### src/rtl/alu_serial_seq_pkg.sv
// rtl/alu_serial_seq_pkg.sv - shared constants and types for the bit-serial ALU
//
// Purpose: opcode values seen on ctrl_op, the 1-bit slice Operation codes,
// FSM state encoding and small decode helpers used by alu_serial_seq.
package alu_serial_seq_pkg;

  // Opcodes presented on ctrl_op
  localparam logic [1:0] OP_AND = 2'b00;
  localparam logic [1:0] OP_OR  = 2'b01;
  localparam logic [1:0] OP_ADD = 2'b10;
  localparam logic [1:0] OP_SUB = 2'b11;

  // Operation codes understood by alu_1_bit_f
  localparam logic [1:0] SLICE_AND = 2'b00;
  localparam logic [1:0] SLICE_OR  = 2'b01;
  localparam logic [1:0] SLICE_ADD = 2'b10;

  typedef enum logic [1:0] {
    ST_IDLE = 2'd0,
    ST_RUN  = 2'd1,
    ST_DONE = 2'd2
  } state_t;

  // ADD and SUB share the adder path and are the only ops with overflow
  function automatic logic is_arith(input logic [1:0] op);
    return (op == OP_ADD) || (op == OP_SUB);
  endfunction

  function automatic logic [1:0] slice_op(input logic [1:0] op);
    case (op)
      OP_AND:  return SLICE_AND;
      OP_OR:   return SLICE_OR;
      default: return SLICE_ADD;
    endcase
  endfunction

endpackage

### src/rtl/alu_serial_seq_if.sv
// rtl/alu_serial_seq_if.sv - start/busy/done handshake and operand/result bus
//
// Purpose: groups the request and result signals of the serial ALU.
//   master: drives start, ctrl_op, data_operandA/B; observes results.
//   slave : the ALU; drives busy, done, data_result and the flags.
interface alu_serial_seq_if #(
  parameter int WIDTH = 32
);
  logic             start;
  logic [1:0]       ctrl_op;
  logic [WIDTH-1:0] data_operandA;
  logic [WIDTH-1:0] data_operandB;
  logic             busy;
  logic             done;
  logic [WIDTH-1:0] data_result;
  logic             overflow;
  logic             isNotEqual;
  logic             isLessThan;

  modport master (
    output start, ctrl_op, data_operandA, data_operandB,
    input  busy, done, data_result, overflow, isNotEqual, isLessThan
  );

  modport slave (
    input  start, ctrl_op, data_operandA, data_operandB,
    output busy, done, data_result, overflow, isNotEqual, isLessThan
  );

endinterface

### src/rtl/alu_1_bit_f.sv
// rtl/alu_1_bit_f.sv - one-bit ALU slice (AND / OR / full-adder)
//
// Purpose: combinational 1-bit ALU.
//   operandA, operandB : data bits
//   Ainvert, Binvert   : invert the respective operand before use
//   carry_in           : adder carry input
//   Operation          : 00 AND, 01 OR, 10 ADD, 11 reserved (out=0)
//   out                : selected result bit
//   carry_out          : adder carry output
//   overflow           : carry_in XOR carry_out; meaningful only on the MSB slice
module alu_1_bit_f (
  input  logic       operandA,
  input  logic       operandB,
  input  logic       Ainvert,
  input  logic       Binvert,
  input  logic       carry_in,
  input  logic [1:0] Operation,
  output logic       out,
  output logic       carry_out,
  output logic       overflow
);

  logic a;
  logic b;
  logic sum;

  assign a         = operandA ^ Ainvert;
  assign b         = operandB ^ Binvert;
  assign sum       = a ^ b ^ carry_in;
  assign carry_out = (a & b) | (a & carry_in) | (b & carry_in);
  assign overflow  = carry_in ^ carry_out;

  always_comb begin
    out = 1'b0;
    case (Operation)
      2'b00:   out = a & b;
      2'b01:   out = a | b;
      2'b10:   out = sum;
      default: out = 1'b0;
    endcase
  end

endmodule

### src/rtl/alu_serial_seq.sv
// rtl/alu_serial_seq.sv - bit-serial ALU controller around one alu_1_bit_f
//
// Purpose: streams two WIDTH-bit operands LSB-first through a single 1-bit
// slice, one bit per clock, and assembles the result and flags.
//   clock : rising-edge clock
//   reset : synchronous, active-high
//   bus   : alu_serial_seq_if.slave
//           start/ctrl_op/data_operandA/data_operandB in,
//           busy/done/data_result/overflow/isNotEqual/isLessThan out
// Timing: start accepted in IDLE; WIDTH RUN cycles; one DONE cycle with done=1.
module alu_serial_seq
  import alu_serial_seq_pkg::*;
#(
  parameter int WIDTH = 32
) (
  input  logic              clock,
  input  logic              reset,
  alu_serial_seq_if.slave   bus
);

  localparam int            CW   = (WIDTH > 1) ? $clog2(WIDTH) : 1;
  localparam logic [CW-1:0] LAST = CW'(WIDTH - 1);

  state_t           state;
  state_t           state_nx;

  logic [WIDTH-1:0] a_sh;
  logic [WIDTH-1:0] b_sh;
  logic [WIDTH-1:0] res_q;
  logic [WIDTH-1:0] res_nx;
  logic [1:0]       op_q;
  logic [CW-1:0]    cnt;
  logic             carry_ff;
  logic             ovf_q;
  logic             ne_q;
  logic             lt_q;

  logic             busy_c;
  logic             done_c;
  logic             accept;
  logic             run;
  logic             last_bit;

  logic             s_binv;
  logic             s_cin;
  logic [1:0]       s_op;
  logic             s_out;
  logic             s_cout;
  logic             s_ovf;

  // ---------------- FSM: state register ----------------
  always_ff @(posedge clock) begin
    if (reset) begin
      state <= ST_IDLE;
    end else begin
      state <= state_nx;
    end
  end

  // ---------------- FSM: next state ----------------
  always_comb begin
    state_nx = state;
    case (state)
      ST_IDLE: if (bus.start) state_nx = ST_RUN;
      ST_RUN:  if (cnt == LAST) state_nx = ST_DONE;
      ST_DONE: state_nx = ST_IDLE;
      default: state_nx = ST_IDLE;
    endcase
  end

  // ---------------- FSM: outputs ----------------
  always_comb begin
    busy_c = 1'b0;
    done_c = 1'b0;
    accept = 1'b0;
    run    = 1'b0;
    case (state)
      ST_IDLE: accept = bus.start;
      ST_RUN: begin
        busy_c = 1'b1;
        run    = 1'b1;
      end
      ST_DONE: begin
        busy_c = 1'b1;
        done_c = 1'b1;
      end
      default: ;
    endcase
  end

  assign last_bit = run && (cnt == LAST);

  // ---------------- slice control ----------------
  // SUB is A + ~B + 1: invert B and inject the +1 as the bit-0 carry.
  assign s_binv = (op_q == OP_SUB);
  assign s_op   = slice_op(op_q);
  assign s_cin  = (cnt == '0) ? (op_q == OP_SUB) : carry_ff;

  alu_1_bit_f u_slice (
    .operandA  (a_sh[0]),
    .operandB  (b_sh[0]),
    .Ainvert   (1'b0),
    .Binvert   (s_binv),
    .carry_in  (s_cin),
    .Operation (s_op),
    .out       (s_out),
    .carry_out (s_cout),
    .overflow  (s_ovf)
  );

  // New bits enter at the MSB so that after WIDTH shifts bit 0 sits at the LSB.
  assign res_nx = {s_out, res_q[WIDTH-1:1]};

  // ---------------- datapath ----------------
  always_ff @(posedge clock) begin
    if (reset) begin
      a_sh     <= '0;
      b_sh     <= '0;
      op_q     <= OP_AND;
      cnt      <= '0;
      carry_ff <= 1'b0;
      res_q    <= '0;
      ovf_q    <= 1'b0;
      ne_q     <= 1'b0;
      lt_q     <= 1'b0;
    end else if (accept) begin
      a_sh     <= bus.data_operandA;
      b_sh     <= bus.data_operandB;
      op_q     <= bus.ctrl_op;
      cnt      <= '0;
      carry_ff <= 1'b0;
      res_q    <= '0;
      ovf_q    <= 1'b0;
      ne_q     <= 1'b0;
      lt_q     <= 1'b0;
    end else if (run) begin
      a_sh     <= a_sh >> 1;
      b_sh     <= b_sh >> 1;
      carry_ff <= s_cout;
      res_q    <= res_nx;
      cnt      <= cnt + 1'b1;
      // Flags are taken from the final result so they are valid with done.
      if (last_bit) begin
        ovf_q <= is_arith(op_q) & s_ovf;
        ne_q  <= (op_q == OP_SUB) & (|res_nx);
        lt_q  <= (op_q == OP_SUB) & (res_nx[WIDTH-1] ^ s_ovf);
      end
    end
  end

  assign bus.busy        = busy_c;
  assign bus.done        = done_c;
  assign bus.data_result = res_q;
  assign bus.overflow    = ovf_q;
  assign bus.isNotEqual  = ne_q;
  assign bus.isLessThan  = lt_q;

endmodule

### src/flat_wrapper.sv
// flat-port wrapper written by rule: the top's interface ports become plain ports
module alu_serial_seq_flat import alu_serial_seq_pkg::*;
#(
  parameter int WIDTH = 32
)
  (clock, reset, bus_start, bus_ctrl_op, bus_data_operandA, bus_data_operandB, bus_busy, bus_done, bus_data_result, bus_overflow, bus_isNotEqual, bus_isLessThan);
  alu_serial_seq_if #(.WIDTH(WIDTH)) bus_i ();
  input  logic clock;
  input  logic reset;
  input wire logic [$bits(bus_i.start)-1:0] bus_start;
  input wire logic [$bits(bus_i.ctrl_op)-1:0] bus_ctrl_op;
  input wire logic [$bits(bus_i.data_operandA)-1:0] bus_data_operandA;
  input wire logic [$bits(bus_i.data_operandB)-1:0] bus_data_operandB;
  output wire logic [$bits(bus_i.busy)-1:0] bus_busy;
  output wire logic [$bits(bus_i.done)-1:0] bus_done;
  output wire logic [$bits(bus_i.data_result)-1:0] bus_data_result;
  output wire logic [$bits(bus_i.overflow)-1:0] bus_overflow;
  output wire logic [$bits(bus_i.isNotEqual)-1:0] bus_isNotEqual;
  output wire logic [$bits(bus_i.isLessThan)-1:0] bus_isLessThan;
  assign bus_i.start = bus_start;
  assign bus_i.ctrl_op = bus_ctrl_op;
  assign bus_i.data_operandA = bus_data_operandA;
  assign bus_i.data_operandB = bus_data_operandB;
  assign bus_busy = bus_i.busy;
  assign bus_done = bus_i.done;
  assign bus_data_result = bus_i.data_result;
  assign bus_overflow = bus_i.overflow;
  assign bus_isNotEqual = bus_i.isNotEqual;
  assign bus_isLessThan = bus_i.isLessThan;
  alu_serial_seq #(.WIDTH(WIDTH)) u_core (.clock(clock), .reset(reset), .bus(bus_i));
endmodule
### config.mk
export PLATFORM = sky130hd
export DESIGN_NAME = alu_serial_seq_flat
export DESIGN_NICKNAME = d
export VERILOG_FILES = /design/src/rtl/alu_serial_seq_pkg.sv /design/src/rtl/alu_serial_seq_if.sv /design/src/rtl/alu_1_bit_f.sv /design/src/rtl/alu_serial_seq.sv /design/src/flat_wrapper.sv
export SDC_FILE = /design/constraint.sdc
export NUM_CORES = 1
export LEC_CHECK = 0
export CORE_ASPECT_RATIO = 2
export CORE_MARGIN = 1.5
export CORE_UTILIZATION = 54
export DETAILED_ROUTE_END_ITERATION = 12
export GPL_TIMING_DRIVEN = 0
export PLACE_DENSITY = 0.85
export SKIP_CTS_REPAIR_TIMING = 1
export SYNTH_ARGS = -nofsm -noshare
export SYNTH_HDL_FRONTEND = slang
export SYNTH_HIERARCHICAL = 1
export SYNTH_SLANG_ARGS = --single-unit
### constraint.sdc
create_clock -name clock -period 7.6 [get_ports clock]
set_clock_uncertainty 0.1 [all_clocks]
set_input_delay 2.28 -clock clock [delete_from_list [all_inputs] [get_ports clock]]
set_output_delay 2.28 -clock clock [all_outputs]
set_load 0.03 [all_outputs]
# Yosys cells after proc, flatten, opt, wreduce, memory -nomap -nowiden

Index checks and enable logic that the tools add are counted.

Shift operators: 0
Multipliers: 0
$add $sub $neg: 1
Equal/unequal tests: 10
Div/mod/pow operators: 0
Bitwise operators: 14
Mux-type cells: 14
Magnitude comparators: 0
Reductions and logical operators: 12

Operators by type and width:

| kind                                                                     | number |
|---|---|
| 32-bit two-way mux                                                       | 4 |
| 32-bit OR reduction                                                      | 1 |
| 2-bit == test (second input constant)                                    | 4 |
| 2-bit one-hot mux with 2 select lines                                    | 2 |
| 1-bit bitwise AND                                                        | 6 |
| 2-bit by 1-bit == test with 1-bit output (second input constant)         | 3 |
| 2-bit zero test                                                          | 3 |
| 5-bit by 1-bit adder with 5-bit output (second input constant)           | 1 |
| 5-bit == test (second input constant)                                    | 1 |
| 5-bit zero test                                                          | 1 |
| 1-bit two-way mux                                                        | 5 |
| 1-bit bitwise XOR                                                        | 5 |
| 2-bit two-way mux                                                        | 2 |
| 2-bit AND reduction                                                      | 2 |
| 2-bit OR reduction                                                       | 2 |
| 1-bit bitwise OR                                                         | 3 |
| 1-bit one-hot mux with 3 select lines                                    | 1 |
| 2-bit by 1-bit inequality test with 1-bit output (second input constant) | 1 |
| 2-bit inequality test (second input constant)                            | 1 |
| 2-bit nonzero test                                                       | 1 |
| 1-bit logical AND                                                        | 1 |
| 1-bit logical OR                                                         | 1 |

RAM bits: 0
Latch bits: 0
Output and inout port bits: 37
Input port bits: 69
Memory bits (read-only): 0
Register bits after elaboration: 109
Memories: 0

# Longest topological paths before layout

Depth in word-level cells: 8
Gate-level depth with buffers: 11
Mapped depth without buffers: 11

# Modules after synthesis

The synthesis kept the hierarchy.

By module, submodules not included:

| module         | area an instance (um^2) | cells each | times used |
|---|---|---|---|
| alu_serial_seq | 4699.5                  | 474        | 1 |
| alu_1_bit_f    | 101.3                   | 11         | 1 |

# Least setup slack after synthesis

Ideal clock, no wire load.

Path type: flip-flop to output port
Start point: register u_core.state[0]
End point: output bus_busy
Slack: 4395 ps
Arrival time: 825 ps
Cell stages (with the launch flop): 3
Buffers on the path: 0
Cells stage by stage: dfxtp_1 > inv_1 > ha_1

Longest elaborated chain between the ends: 3
Elaborated cells on any way between the ends: 4
Classes of those cells: eq/ne (2); mux (1); reduce/logical (1)

RTL lines:

| item                                                                      | line                 | RTL |
|---|---|---|
| start, declared                                                           | alu_serial_seq.sv:24 | `state_t state;` |
| start signal, assigned                                                    | alu_serial_seq.sv:56 | `state <= state_nx;` |
| 2-bit == test or 2-bit by 1-bit == test with 1-bit output (tied branches) | alu_serial_seq.sv:77 | `case (state)` |
| 2-bit OR reduction (no line) *                                            | --                   |  |
| 1-bit two-way mux *                                                       | alu_serial_seq.sv:77 |  |
| end, declared                                                             | flat_wrapper.sv:14   | `output wire logic [$bits(bus_i.busy)-1:0] bus_busy;` |

Every way passes the cells marked *; elsewhere a longest branch is shown, timed or not.

# Final worst setup path

Same ends and word-level chain as after synthesis.

==> flow_summary.yaml <==
sta:
  max_freq_mhz: 242
  layout_min_cycle_time_ps: 4130
  final_hold_viol_count: 0
  setup_tns_ps: 0
  setup_violations: 0
  timing.final.crit_share: 0.544
  report.final.slew_viol_count: 0
  rsz0062_at_grt: "no"
place:
  placed_cells: 689
  hpwl_um: 8010
  port_buffers: 104
  gp_congestion: 0.837
global_routing:
  overflow: 0
  track_usage: 0.232
  grt_pass1_vias: 3997
  grt_max_degree: 19
  grt_pass1_wl_um: 17800
  grt_antenna_before_repair: 0
floorplanning:
  io_pins: 106
  initial_utilization: 0.555
  fp.dieH_um: 136
  core_mm2: 0.00865
  die_area_mm2: 0.00950
  die_x_um: 69.7
  rows: 48
critical_path:
  cp.arrival_ps: 1750
  critPathMaxFanout: 3
  end_kind: "output pin"
  crit_type: "reg2out"
  crit_required_ps: 5220
  cp-start-kind: "flip-flop"
yosys:
  synth.area.top_cells: "dfxtp_1 (45%), mux2i_1 (21%), a211oi_1 (9.7%)"
  synth_nets: 564
  ys_warn_count: 6
  async_reset_ff_frac: 0
  ys_types: 31
  synth_top_area_share: 0.455
  synth_top_flop_cell: "dfxtp_1"
  syn-instance-count: 485
  synth-seq-area-share: 0.455
  synth_enable_flop_cells: 0
  syn_avg_cell_area_um2: 9.90
  netlist_area_mm2: 0.00480
  yosysTopAreaCell: "dfxtp_1"
  synth_most_common_cell: "dfxtp_1"
  yosys_register_bits: 109
  synth_common_cells: "dfxtp_1 (109), nor2_1 (103), mux2i_1 (99)"
clock_network:
  cts_tree: "done"
  htreeDepth: 3
  cts_root_buf: "clkbuf_16"
  clock_sinks: 109
  numCtsBuffers: 9
  cts_buffer_depth: 2
  clk_pin_slew_ps: 70
  clk_latency_ps: 340
worst_hold_path:
  hp-class: "reg2reg"
drt:
  drt-total-wl_um: 10700
  ant_nets: 0
  drc: 0
  vias: 3854
  viasPerCell: 5.47
  drtPass1Iterations: 4
  drt_iter0_markers: 155
  detail_route.wl_per_cell_um: 15.1
power:
  ir_drop_uv: 188
  finalPower_mw: 1.42
  power_density_mw_per_mm2: 227
  power.leakage_nw: 2.37
cells_and_area:
  drive_gt1_frac: 0.0760
  syn_to_final_growth_pct: 30.6
  n_antenna_cell: 0
  nets: 679
  fill_cells: 678
  fin_cells: 705
run_status:
  status: "complete, no violations"
run:
  cap_violations: 0
-- critical path, cell delays in order (launching register included) --
cell and delay (ps):
dfxtp_1 350, inv_1 80, ha_1 290, clkdlybuf4s50_1 690
-- power breakdown --
| group | switching (mW) | internal [mW] |
|---|---|---|
| logic | 0.154 | 0.157 |
| clock network | 0.207 | 0.256 |
| registers | 0.0260 | 0.619 |
| total | 0.388 | 1.03 |
-- path summary, 6_finish.rpt --
path	endpoint	slack [ps]	depth (start not counted)	start
worst max-delay path	bus_busy	3470	3	u_core/state[0]
worst max register to register	u_core/bus.isNotEqual	4590	11	u_core/cnt[0]
worst min-delay path	u_core/bus.isNotEqual	360	2	u_core/bus.isNotEqual
worst min register to register	u_core/bus.isNotEqual	360	2	u_core/bus.isNotEqual
-- layer usage --
metal | routed length, um | vias up | global-route usage
li1 | - | 1941 | -
met1 | 4080 | 1806 | 0.231
met2 | 5990 | 92 | 0.458
met3 | 354 | 15 | 0.0408
met4 | 247 | 0 | 0.100
met5 | 0 | - | 0
-- final cells by class --
cell class / count / area [um^2] / area share
multi-input combinational: 329 / 2310 / 0.368
sequential: 109 / 2180 / 0.348
clock inverter: 7 / 76.3 / 0.0122
buffer: 40 / 284 / 0.0453
inverter: 7 / 26.3 / 0.00419
timing repair buffer: 104 / 1040 / 0.166
tap: 100 / 125 / 0.0200
clock buffer: 9 / 225 / 0.0359
-- flip-flops by register name (all words and copies together), names as in the netlist --
| register | count |
|---|---|
| u_core/a_sh | 32 |
| u_core/b_sh | 32 |
| u_core/bus.data_result | 32 |
| u_core/bus.isLessThan | 1 |
| u_core/bus.isNotEqual | 1 |
| u_core/bus.overflow | 1 |
| u_core/carry_ff | 1 |
| u_core/cnt | 5 |
| u_core/op_q | 2 |
| u_core/state | 2 |
-- cells in the final DEF (no fill, tap or decap), drive strengths merged, types with 2 or more instances in the layout --
master         netlist  final
a211oi              62     62
nand2b               2      2
nor2b                2      2
nand4                4      4
clkbuf              11     20
clkinv               0      4
ha                   9      9
nor2               103    103
nand3b               2      2
and2                 2      2
and3                 2      2
mux2i               99     99
nand2               11     11
clkinvlp             0      2
inv                  7      7
buf                 29     29
o21ai                2      2
xor2                 6      6
nor4                 8      8
clkdlybuf4s50        0    104
a21oi                7      7
dfxtp              109    109
-- through the flow --
step | hold WS [ps] | setup slack (ps) | utilization | area, um^2
after floorplan | 340 | 4390 | - | 4800
after global placement | 346 | 3850 | 0.690 | 5970
after detailed placement | 358 | 3760 | 0.690 | 5970
after CTS | 367 | 3450 | 0.725 | 6270
after global routing | 392 | 3390 | 0.725 | 6270
final | 363 | 3470 | 0.725 | 6270
-- kinds of logic (layout without fill, tap and decap cells) --
group | count (synthesis) | in the layout | share of synthesized area
adders and majority gates | 10 | 10 | 0.0276
other | 1 | 1 | 0.000781
buffers and inverters | 47 | 167 | 0.0646
muxes | 100 | 100 | 0.209
and+or+nand+nor | 138 | 138 | 0.122
xor gates and xnor gates | 7 | 7 | 0.0128
DFF | 109 | 109 | 0.455
AOI/OAI and AO/OA | 73 | 73 | 0.109
(Power assumes the default switching activity.)
